`src/rtl/seg7_pkg.sv`:
```
// rtl/seg7_pkg.sv - shared constants for the seven-segment display blocks
// Purpose: blank-state output codes and the active-low hex-to-cathode table.
// Ports: none (package).
package seg7_pkg;

  localparam logic [7:0] AN_OFF  = 8'hFF;
  localparam logic [6:0] SEG_OFF = 7'h7F;

  // Active-low cathodes {g,f,e,d,c,b,a}, indexed by nibble value 0..F.
  localparam logic [6:0] HEX_SEG [16] = '{
    7'b1000000, 7'b1111001, 7'b0100100, 7'b0110000,
    7'b0011001, 7'b0010010, 7'b0000010, 7'b1111000,
    7'b0000000, 7'b0010000, 7'b0001000, 7'b0000011,
    7'b1000110, 7'b0100001, 7'b0000110, 7'b0001110
  };

endpackage

```
`src/rtl/hex_to_seg7.sv`:
```
// rtl/hex_to_seg7.sv - combinational nibble to active-low seven-segment decoder
// Purpose: maps a 4-bit hex digit to cathode drive levels.
// Ports:
//   nibble  in  4  hex digit
//   seg     out 7  cathodes {g,f,e,d,c,b,a}, active-low
module hex_to_seg7
  import seg7_pkg::*;
(
  input  logic [3:0] nibble,
  output logic [6:0] seg
);

  assign seg = HEX_SEG[nibble];

endmodule

```
`src/rtl/seg7_scan_driver.sv`:
```
// rtl/seg7_scan_driver.sv - 4-digit multiplexed seven-segment scan driver
// Purpose: holds a 16-bit hex value, scans four digits with dead time between
// slots, and swaps in newly loaded data only at frame boundaries.
// Ports:
//   CLK_100MHZ  in  1   system clock, rising edge
//   RST         in  1   asynchronous active-high reset
//   VALUE       in  16  digit k = VALUE[4k+3:4k]
//   DP_IN       in  4   decimal point per digit, 1 = lit
//   BLANK       in  4   per-digit blank mask, 1 = dark
//   LOAD        in  1   strobe capturing VALUE/DP_IN/BLANK
//   AN          out 8   anodes, active-low, AN[7:4] held high
//   SEG         out 7   cathodes {g..a}, active-low
//   DP          out 1   decimal-point cathode, active-low
//   FRAME_DONE  out 1   one-cycle pulse after digit 3's slot ends
module seg7_scan_driver
  import seg7_pkg::*;
#(
  parameter int CLK_HZ     = 100_000_000,
  parameter int REFRESH_HZ = 1000,
  parameter int DEAD       = 2
) (
  input  logic        CLK_100MHZ,
  input  logic        RST,
  input  logic [15:0] VALUE,
  input  logic [3:0]  DP_IN,
  input  logic [3:0]  BLANK,
  input  logic        LOAD,
  output logic [7:0]  AN,
  output logic [6:0]  SEG,
  output logic        DP,
  output logic        FRAME_DONE
);

  localparam int DIV   = CLK_HZ / REFRESH_HZ;
  localparam int CNT_W = (DIV > 1) ? $clog2(DIV) : 1;
  localparam logic [CNT_W-1:0] CNT_MAX = CNT_W'(DIV - 1);
  localparam logic [CNT_W-1:0] DEAD_C  = CNT_W'(DEAD);

  logic [CNT_W-1:0] cnt_q, cnt_d;
  logic [1:0]       idx_q, idx_d;
  logic             pend_q, pend_d;
  logic [15:0]      pend_value_q, pend_value_d;
  logic [3:0]       pend_dp_q, pend_dp_d;
  logic [3:0]       pend_blank_q, pend_blank_d;
  logic [15:0]      shadow_value_q, shadow_value_d;
  logic [3:0]       shadow_dp_q, shadow_dp_d;
  logic [3:0]       shadow_blank_q, shadow_blank_d;
  logic [7:0]       an_q, an_d;
  logic [6:0]       seg_q, seg_d;
  logic             dp_q, dp_d;
  logic             frame_done_q, frame_done_d;

  logic             tick;
  logic             boundary;
  logic             lit;
  logic [3:0]       cur_nibble;
  logic [6:0]       dec_seg;

  hex_to_seg7 u_dec (
    .nibble (cur_nibble),
    .seg    (dec_seg)
  );

  always_comb begin
    tick     = (cnt_q == CNT_MAX);
    boundary = tick && (idx_q == 2'd3);
    cnt_d    = tick ? '0 : cnt_q + 1'b1;
    idx_d    = tick ? idx_q + 2'd1 : idx_q;

    pend_d         = pend_q;
    pend_value_d   = pend_value_q;
    pend_dp_d      = pend_dp_q;
    pend_blank_d   = pend_blank_q;
    shadow_value_d = shadow_value_q;
    shadow_dp_d    = shadow_dp_q;
    shadow_blank_d = shadow_blank_q;

    if (LOAD) begin
      pend_d       = 1'b1;
      pend_value_d = VALUE;
      pend_dp_d    = DP_IN;
      pend_blank_d = BLANK;
    end

    // A LOAD coinciding with the boundary bypasses pending so it is shown
    // in the very next slot; either way nothing stays pending afterwards.
    if (boundary) begin
      pend_d = 1'b0;
      if (LOAD) begin
        shadow_value_d = VALUE;
        shadow_dp_d    = DP_IN;
        shadow_blank_d = BLANK;
      end else if (pend_q) begin
        shadow_value_d = pend_value_q;
        shadow_dp_d    = pend_dp_q;
        shadow_blank_d = pend_blank_q;
      end
    end

    cur_nibble = shadow_value_q[{idx_q, 2'b00} +: 4];
    lit        = (cnt_q >= DEAD_C) && !shadow_blank_q[idx_q];

    an_d         = lit ? (AN_OFF & ~(8'b1 << idx_q)) : AN_OFF;
    seg_d        = lit ? dec_seg : SEG_OFF;
    dp_d         = lit ? ~shadow_dp_q[idx_q] : 1'b1;
    frame_done_d = boundary;
  end

  always_ff @(posedge CLK_100MHZ or posedge RST) begin
    if (RST) begin
      cnt_q          <= '0;
      idx_q          <= '0;
      pend_q         <= 1'b0;
      pend_value_q   <= '0;
      pend_dp_q      <= '0;
      pend_blank_q   <= '0;
      shadow_value_q <= '0;
      shadow_dp_q    <= '0;
      shadow_blank_q <= '0;
      an_q           <= AN_OFF;
      seg_q          <= SEG_OFF;
      dp_q           <= 1'b1;
      frame_done_q   <= 1'b0;
    end else begin
      cnt_q          <= cnt_d;
      idx_q          <= idx_d;
      pend_q         <= pend_d;
      pend_value_q   <= pend_value_d;
      pend_dp_q      <= pend_dp_d;
      pend_blank_q   <= pend_blank_d;
      shadow_value_q <= shadow_value_d;
      shadow_dp_q    <= shadow_dp_d;
      shadow_blank_q <= shadow_blank_d;
      an_q           <= an_d;
      seg_q          <= seg_d;
      dp_q           <= dp_d;
      frame_done_q   <= frame_done_d;
    end
  end

  assign AN         = an_q;
  assign SEG        = seg_q;
  assign DP         = dp_q;
  assign FRAME_DONE = frame_done_q;

endmodule

```
`config.mk`:
```
export PLATFORM = sky130hd
export DESIGN_NAME = seg7_scan_driver
export DESIGN_NICKNAME = d
export VERILOG_FILES = /design/src/rtl/seg7_pkg.sv /design/src/rtl/hex_to_seg7.sv /design/src/rtl/seg7_scan_driver.sv
export SDC_FILE = /design/constraint.sdc
export NUM_CORES = 1
export LEC_CHECK = 0
export BUFFER_PORTS_ARGS = -buffer_cell sky130_fd_sc_hd__buf_2
export CAP_MARGIN = 20
export CORE_MARGIN = 2
export CORE_UTILIZATION = 35
export DETAILED_ROUTE_END_ITERATION = 8
export GPL_TIMING_DRIVEN = 0
export SYNTH_ARGS = -nofsm -noshare
export SYNTH_HDL_FRONTEND = slang
export SYNTH_HIERARCHICAL = 1
export SYNTH_SLANG_ARGS = --single-unit
```
`constraint.sdc`:
```
create_clock -name CLK_100MHZ -period 4.9 [get_ports CLK_100MHZ]
set_input_delay 0.49 -clock CLK_100MHZ [delete_from_list [all_inputs] [get_ports CLK_100MHZ]]
set_output_delay 0.49 -clock CLK_100MHZ [all_outputs]
set_load 0.05 [all_outputs]
```
# Word-level counts from Yosys, hierarchy flattened

Memory sizes are Yosys's and may differ from the RTL's.
Cells that the tools add are included.
Widths: inputs -> output; s select.

Mux-type cells: 18
Bitwise operators: 3
Shifts and indexed selects: 2
Add/subtract/negate cells: 2
Reduce and logical (&&, ||, !) cells: 6
Equal/unequal tests: 2
$lt $le $gt $ge: 3

Operators by type and width:

| kind                  | number |
|---|---|
| $mux 16               | 2 |
| $mux 7                | 3 |
| $add 17x1->17 const B | 1 |
| $eq 17x17->1 const B  | 1 |
| $ge 17x2->1 const B   | 1 |
| $mux 17               | 1 |
| $mux 4                | 4 |
| $shiftx 16x5->4       | 1 |
| $mux 8                | 1 |
| $not 8->8             | 1 |
| $shl 1x2->8 const A   | 1 |
| $ge 5x5->1 const B    | 1 |
| $mux 1                | 5 |
| $not 4->5             | 1 |
| $bmux 1 s2            | 2 |
| $reduce_bool 2->1     | 2 |
| $lt 2x3->1 const B    | 1 |
| $add 2x1->2 const B   | 1 |
| $eq 2x2->1 const B    | 1 |
| $logic_and 1x1->1     | 2 |
| $reduce_and 2->1      | 1 |
| $logic_not 1->1       | 1 |
| $not 1->1             | 1 |

ROM bits: 112
Flip-flop bits (word level): 85
Memories kept: 1
Input port bits: 27
Output and inout bits: 17
Word-level logic and storage cells: 50

Memory list:

| name             | depth | bits a word | read ports | clocked after Yosys merged registers in | wr ports | line              | RTL |
|---|---|---|---|---|---|---|---|
| (name not given) | 16    | 7           | 1          | 0                                       | 0        | hex_to_seg7.sv:13 | `assign seg = HEX_SEG[nibble];` |

# Logic depth before layout (Yosys ltp)

Gate-level depths: netlist of the first run.

Depth in word-level cells: 6
Depth in mapped cells: 8
Mapped depth without buffers: 7

# Modules after synthesis

The synthesis of the first run kept the hierarchy.

Modules (own cells, without submodules):

| module           | instances | area each (um2) | cells each | sequential area each (um2) |
|---|---|---|---|---|
| seg7_scan_driver | 1         | 3433.3          | 246        | 2042.0 |
| hex_to_seg7      | 1         | 247.7           | 35         | 0.0 |

# Worst setup path before layout of the first run

Ideal clock, no wire load.

Path kind: reg2reg
Start point: register idx_q[0]
End point: register seg_q[3] (netlist: SEG[3])
Path slack: 2872 ps
Cell stages (with the launch flop): 8
Period minus slack after synthesis: 2028 ps
Arrival time: 1948 ps
Path buffers: 1
Required time: 4820 ps
Library setup time: 80 ps
Cells stage by stage: dfrtp_1 > buf_2 > mux4_2 > ha_1 > or2_2 > a21oi_1 > a31oi_1 > nand2b_1

Word-level cells in the longest chain between the ends: 6
Elaborated cells between the ends (all ways): 10
Those cells by class: shift (1); mux (5); bitwise (1); reduce/logical (2); memory (1)

RTL lines:

| element                                   | line                    | RTL |
|---|---|---|
| start: declaration                        | seg7_scan_driver.sv:40  | `logic [1:0] idx_q, idx_d;` |
| start signal: assignment                  | seg7_scan_driver.sv:126 | `idx_q <= idx_d;` |
| $shiftx 16x5->4                           | seg7_scan_driver.sv:100 | `cur_nibble = shadow_value_q[{idx_q, 2'b00} +: 4];` |
| named net cur_nibble[0]                   | seg7_scan_driver.sv:56  | `logic [3:0] cur_nibble;` |
| $not 4->5 (not written as such)           | hex_to_seg7.sv:13       |  |
| $mem_v2 16x7                              | n/a                     |  |
| $mux 7 (not written as such) (2 in a row) | hex_to_seg7.sv:13       |  |
| named net dec_seg[3]                      | seg7_scan_driver.sv:57  | `logic [6:0] dec_seg;` |
| $mux 7                                    | seg7_scan_driver.sv:104 | `seg_d = lit ? dec_seg : SEG_OFF;` |
| named net seg_d[3]                        | seg7_scan_driver.sv:49  | `logic [6:0] seg_q, seg_d;` |
| end signal: assignment                    | seg7_scan_driver.sv:135 | `seg_q <= seg_d;` |
| end: declaration                          | seg7_scan_driver.sv:49  |  |

The timed path passes the listed nets, and every way through them passes these cells. The select of a mux whose other input is x is not followed.
A chain may end at the register's enable or synchronous reset.

# Worst setup path after layout of the first run

Start point: register cnt_q[1]
End point: register shadow_value_q[6]

Word-level cells in the longest chain between the ends: 3

RTL lines:

| element                           | line                    | RTL |
|---|---|---|
| start: declaration                | seg7_scan_driver.sv:39  | `logic [CNT_W-1:0] cnt_q, cnt_d;` |
| start signal: assignment          | seg7_scan_driver.sv:125 | `cnt_q <= cnt_d;` |
| $eq 17x17->1                      | seg7_scan_driver.sv:65  | `tick = (cnt_q == CNT_MAX);` |
| $logic_and 1x1->1                 | seg7_scan_driver.sv:66  | `boundary = tick && (idx_q == 2'd3);` |
| $reduce_and 2->1 (no source line) | n/a                     |  |
| end signal: assignment            | seg7_scan_driver.sv:131 | `shadow_value_q <= shadow_value_d;` |
| end: declaration                  | seg7_scan_driver.sv:45  | `logic [15:0] shadow_value_q, shadow_value_d;` |

No other way between the ends.

==> impl_metrics.json, run 1 <==
{
  "cts_setup_buffers": 0,
  "cap_violations": 0,
  "start_util_pct": 35.8,
  "grt.total_usage_pct": 12.7,
  "antenna_found_initial": 0,
  "clock_path_buffers": 2,
  "clk_latency_ns": 0.35,
  "synth_area_um2": 3680,
  "core_area_um2": 10300,
  "rsz0062_at_grt": "false",
  "filler_cell_count": 996,
  "status": "finished, final reports clean",
  "setup_ws_ns": 2.54,
  "synthArstFlopShare_pct": 100,
  "grt_pass1_vias": 2293,
  "vias_per_cell": 4.68,
  "ys.warnings.count": 6,
  "place_ws_ns": 2.54,
  "total_leakage_power_uw": 0.00190,
  "start_kind": "register",
  "r2r_setup_slack_ns": 2.54,
  "finalWirelength_mm": 6.59,
  "synth_edf_count": 0,
  "setup_viol": 0,
  "hold_class": "input port to asynchronous set/reset pin",
  "yosys-top-cells-count": "69 x dfrtp_1, 49 x mux2_2, 17 x nand2_1",
  "cp_max_fo": 10,
  "nets": 374,
  "routedWlPerCell_um": 13.9,
  "fin_skew_ns": 0.00999,
  "seq_area_frac_synth_pct": 55.5,
  "grt_max_degree": 47,
  "fin_crit_sh_pct": 48.2,
  "power.density_nw_per_um2": 311,
  "yosysTopAreaCellShare_pct": 46.9,
  "worstReg2RegEnd": "shadow_value_q[6]",
  "chipHeight_um": 107,
  "yosysMostFrequentCell": "dfrtp_1",
  "port_buffers": 38,
  "avgSynthCellArea_um2": 13.1,
  "die_w_um": 107,
  "arrival_ns": 2.60,
  "ir_drop_uv": 149,
  "tritoncts": "built",
  "drive_above_1_share_pct": 41.7,
  "numCtsBuffers": 9,
  "ioPinCount": 44,
  "hold_viol": 0,
  "cp_data_required_time_ns": 5.14,
  "antennaDiodeCount": 0,
  "synth_area_leaders": "dfrtp_1 47%, mux2_2 15%, dfstp_2 8.6%",
  "clkTransAtPathRegs_ns": 0.08,
  "yosys_most_used_dff": "dfrtp_1",
  "dp_hpwl_mm": 4.61,
  "area_growth_pct": 16.4,
  "clkSinkCount": 81,
  "fp.dieArea_um2": 11400,
  "final_util_pct": 41.7,
  "postRouteAntennaNets": 0,
  "dr.pass1.iters": 4,
  "slew_headroom_pct": 56.7,
  "ctsHtreeMaxLevel": 3,
  "worstRegToRegCells": 7,
  "worstSetupPathType": "register to register",
  "total_power_uw": 1330,
  "post-route-drc-count": 0,
  "gp_congestion": 0.775,
  "cts_hold_buf": 0,
  "setup_tns_ns": 0,
  "slew_viol_final": 0,
  "rows": 37,
  "postCtsResizedCells": 0,
  "synth_largest_area_cell": "dfrtp_1",
  "reg2reg_from": "cnt_q[1]",
  "ys_ff_latch": 81,
  "fin_crit_ns": 2.36,
  "grt-ovfl-total": 0,
  "postSynthCellCount": 281,
  "grt_first_pass_wirelength_mm": 11.1,
  "synthDistinctLibCells": 37,
  "root_buffer": "clkbuf_8",
  "worst_pin_slew_ns": 0.650,
  "drt_iter0_drc": 96,
  "num_vias": 2217,
  "critPathCaptureType": "register",
  "fmax_mhz": 423
}
[flip-flops by register name, summed over array words and instances, names as in the netlist, 2 cells and up]
name,cells
pend_value_q,16
shadow_blank_q,4
SEG,7
idx_q,2
pend_blank_q,4
pend_dp_q,4
shadow_value_q,16
cnt_q,17
AN,4
shadow_dp_q,4
[cell families after synthesis]
group                    synth area share (%)
AND/OR/NAND/NOR                          10.6
XOR/XNOR                                 3.81
flip-flops                               55.5
other                                   0.102
multiplexers                             19.2
buffers and inverters                    4.15
adder cells (fa/ha/maj)                  4.42
AO/OA/AOI/OAI                            2.21
[cell type report]
cell class              count  area [um2]  area share (%)
well taps                 136         170            3.97
flip-flops and latches     81        2040            47.7
multi-input cells         175        1500            35.0
plain buffers              20         123            2.86
repair buffers             39         218            5.08
inverters                   8        32.5           0.759
clock inverters             5        63.8            1.49
clock buffers              10         138            3.21
[where the power goes]
group	total (uW)	leakage [uW]	internal, uW	switching [uW]
combinational	123	0.000799	50.0	73.1
clock	497	0.0000994	251	246
sequential	714	0.00100	705	9.40
[per-stage QoR]
stage	cells	instance area, um2	hold WS (ns)
floorplan	284	3690	0.453
global placement	458	4050	0.470
detailed placement	459	4080	0.481
CTS	474	4280	0.163
global route	474	4280	0.180
finish	474	4280	0.150
[worst max-delay path, cell delays in order (launching register included)]
cell and delay, ns:
dfrtp_1 0.47, ha_1 0.27, and4_1 0.20, buf_2 0.21, nand3_4 0.10, nor4_4 0.43
buf_6 0.24, mux2_2 0.34
[per-layer routing]
metal  vias up  wire length [um]  track usage, %
met5         -                 0               0
met4         0                98            4.55
met3         7               223            3.25
met2        40              2990            19.5
met1      1102              3280            17.5
li1       1068                 -               -
[cells in the final DEF, fill, tap and decap left out, types with 3 or more instances in the layout]
cell,instances
mux4_2,6
nand4_1,9
ha_1,13
buf_2,44
nor4_1,6
mux2_2,49
dfstp_2,12
o21ai_0,3
clkbuf_8,10
nor3_1,3
nand3_1,8
inv_1,7
nor2_1,15
nand2_1,17
buf_4,4
nand2b_1,8
and4_1,3
xnor2_1,13
buf_6,3
xor2_1,3
conb_1,4
dfrtp_1,69
clkbuf_1,3
[worst max path at each step]
stage	startpoint	depth (start not counted)	to
floorplan	RST	1	FRAME_DONE
global placement	RST	2	pend_dp_q[0]
detailed placement	cnt_q[1]	7	shadow_value_q[8]
CTS	cnt_q[1]	7	shadow_value_q[8]
global route	cnt_q[1]	7	shadow_value_q[7]
finish	cnt_q[1]	7	shadow_value_q[6]
Power figures use the tool's default switching activity.
==> inputs of run 2 (changes only) <==
==> constraint.sdc (replaced) <==
create_clock -name CLK_100MHZ -period 2.05 [get_ports CLK_100MHZ]
set_input_delay 0.205 -clock CLK_100MHZ [delete_from_list [all_inputs] [get_ports CLK_100MHZ]]
set_output_delay 0.205 -clock CLK_100MHZ [all_outputs]
set_load 0.05 [all_outputs]
==> impl_metrics.json, run 2 (synthesis results as in run 1) <==
{
  "status": "finished, final reports clean",
  "slowest_stage": "mux4_2",
  "grt_first_pass_wirelength_mm": 11.8,
  "stdcell_count": 497,
  "setup_viol": 0,
  "final_common_cell": "dfrtp_1",
  "cp_max_fo": 5,
  "ioPinCount": 44,
  "rsz0062_at_grt": "true",
  "grt_pass1_vias": 2355,
  "clk_latency_ns": 0.35,
  "ctsHtreeMaxLevel": 3,
  "fin_crit_ns": 2.00,
  "total_power_uw": 3320,
  "dr.pass1.iters": 5,
  "chipHeight_um": 107,
  "nets": 396,
  "slew_headroom_pct": 58.1,
  "area_growth_pct": 25.1,
  "largest_reg_flops": 17,
  "final_cell_mix": "69 x dfrtp_1, 49 x mux2_2, 43 x buf_2",
  "tritoncts": "built",
  "grt.total_usage_pct": 13.5,
  "largest-register": "cnt_q",
  "cp_cell_sequence": "buf_6, buf_4, mux4_2, buf_6, mux2_2, nand2_1, o21ai_1, nand2b_1",
  "clkTransAtPathRegs_ns": 0.08,
  "num_vias": 2346,
  "antenna_found_initial": 0,
  "total_leakage_power_uw": 0.00205,
  "ir_drop_uv": 270,
  "fin_crit_sh_pct": 97.4,
  "grt-ovfl-total": 0,
  "slew_viol_final": 0,
  "routedWlPerCell_um": 14.2,
  "holdWs_ns": 0.0964,
  "rows": 37,
  "worstSetupPathType": "register to register",
  "root_buffer": "clkbuf_8",
  "cap_violations": 0,
  "finalWirelength_mm": 7.08,
  "fp.dieArea_um2": 11400,
  "power.density_nw_per_um2": 721,
  "start_util_pct": 35.8,
  "drive_above_1_share_pct": 48.5,
  "critPathCaptureType": "register",
  "post-route-drc-count": 0,
  "hold_class": "input port to register",
  "path_common_cell": "buf_6",
  "hold_viol": 0,
  "fmax_mhz": 501,
  "die_w_um": 107,
  "vias_per_cell": 4.72,
  "r2r_setup_slack_ns": 0.05,
  "drt_iter0_drc": 143,
  "cp_slowest_stage_delay_ns": 0.57,
  "cp_data_required_time_ns": 2.33,
  "dpl.cell_count": 460,
  "clkSinkCount": 81,
  "fin_skew_ns": 0.00928,
  "clock_path_buffers": 2,
  "worst_pin_slew_ns": 0.628,
  "gp_congestion": 0.857,
  "core_area_um2": 10300,
  "dp_hpwl_mm": 4.81,
  "arrival_ns": 2.28,
  "numCtsBuffers": 9,
  "antennaDiodeCount": 0,
  "grt_max_degree": 33,
  "postRouteAntennaNets": 0,
  "start_kind": "register",
  "reg.largest.list": "cnt_q x17, pend_value_q x16, shadow_value_q x16",
  "port_buffers": 38
}
run 2: worst max-delay path, delay by kind of cell, from the launching register on:
kind                   cells  cell delay, ns
AO/OA/AOI/OAI              1            0.05
AND/OR/NAND/NOR            2            0.21
multiplexers               2            0.83
flip-flops                 1            0.40
buffers and inverters      3            0.45
run 2: what timing repair did:
item | CTS | global route
gates resized for setup | 9 | 18
buffers inserted | 7 | 11
hold endpoints to repair | 11 | 0
hold buffers | 1 | 0
endpoints found under the setup margin | 31 | 28
gates cloned | 1 | 2
pin swaps | 2 | 7
run 2: metal layers:
layer / wire length [um] / track usage (%) / vias up
met5: 0 / 0 / -
met4: 189 / 7.51 / 0
met3: 229 / 2.21 / 11
met2: 3400 / 21.0 / 47
met1: 3260 / 18.0 / 1169
li1: - / - / 1119
run 2: worst paths after layout:
kind | start | to | cells after the start
min in group asynchronous | RST | pend_dp_q[1] | 3
setup / recovery | idx_q[0] | SEG[1] | 8
max in group asynchronous | RST | cnt_q[13] | 5
setup reg to reg | idx_q[0] | SEG[1] | 8
hold / removal | VALUE[5] | pend_value_q[5] | 2
hold reg to reg | pend_value_q[2] | pend_value_q[2] | 1
run 2: layout make-up:
cell class | instances | area (um2)
Timing Repair Buffer | 62 | 437
Buffer | 19 | 136
Fill cell | 959 | 5670
Clock inverter | 5 | 86.3
Inverter | 8 | 38.8
Sequential cell | 81 | 2040
Clock buffer | 11 | 141
Tap cell | 136 | 170
Multi-Input combinational cell | 175 | 1550
run 2: per-stage QoR:
step | setup TNS (ns) | cell area [um2] | utilization, % | setup slack (ns)
after floorplan | 0 | 3700 | - | 0.0220
after global placement | -6.44 | 4060 | 39.5 | -0.290
after detailed placement | -7.01 | 4100 | 39.9 | -0.316
after CTS | 0 | 4420 | 43.0 | 0.00750
after global routing | -0.0707 | 4600 | 44.8 | -0.0305
final | 0 | 4600 | 44.8 | 0.0543
run 2: where the power goes:
group          switching (uW)  total (uW)  leakage [uW]  internal (uW)
Combinational             185         321      0.000933            136
Sequential               22.7        1710       0.00100           1680
Clock                     566        1290      0.000114            728
Total                     773        3320       0.00205           2550
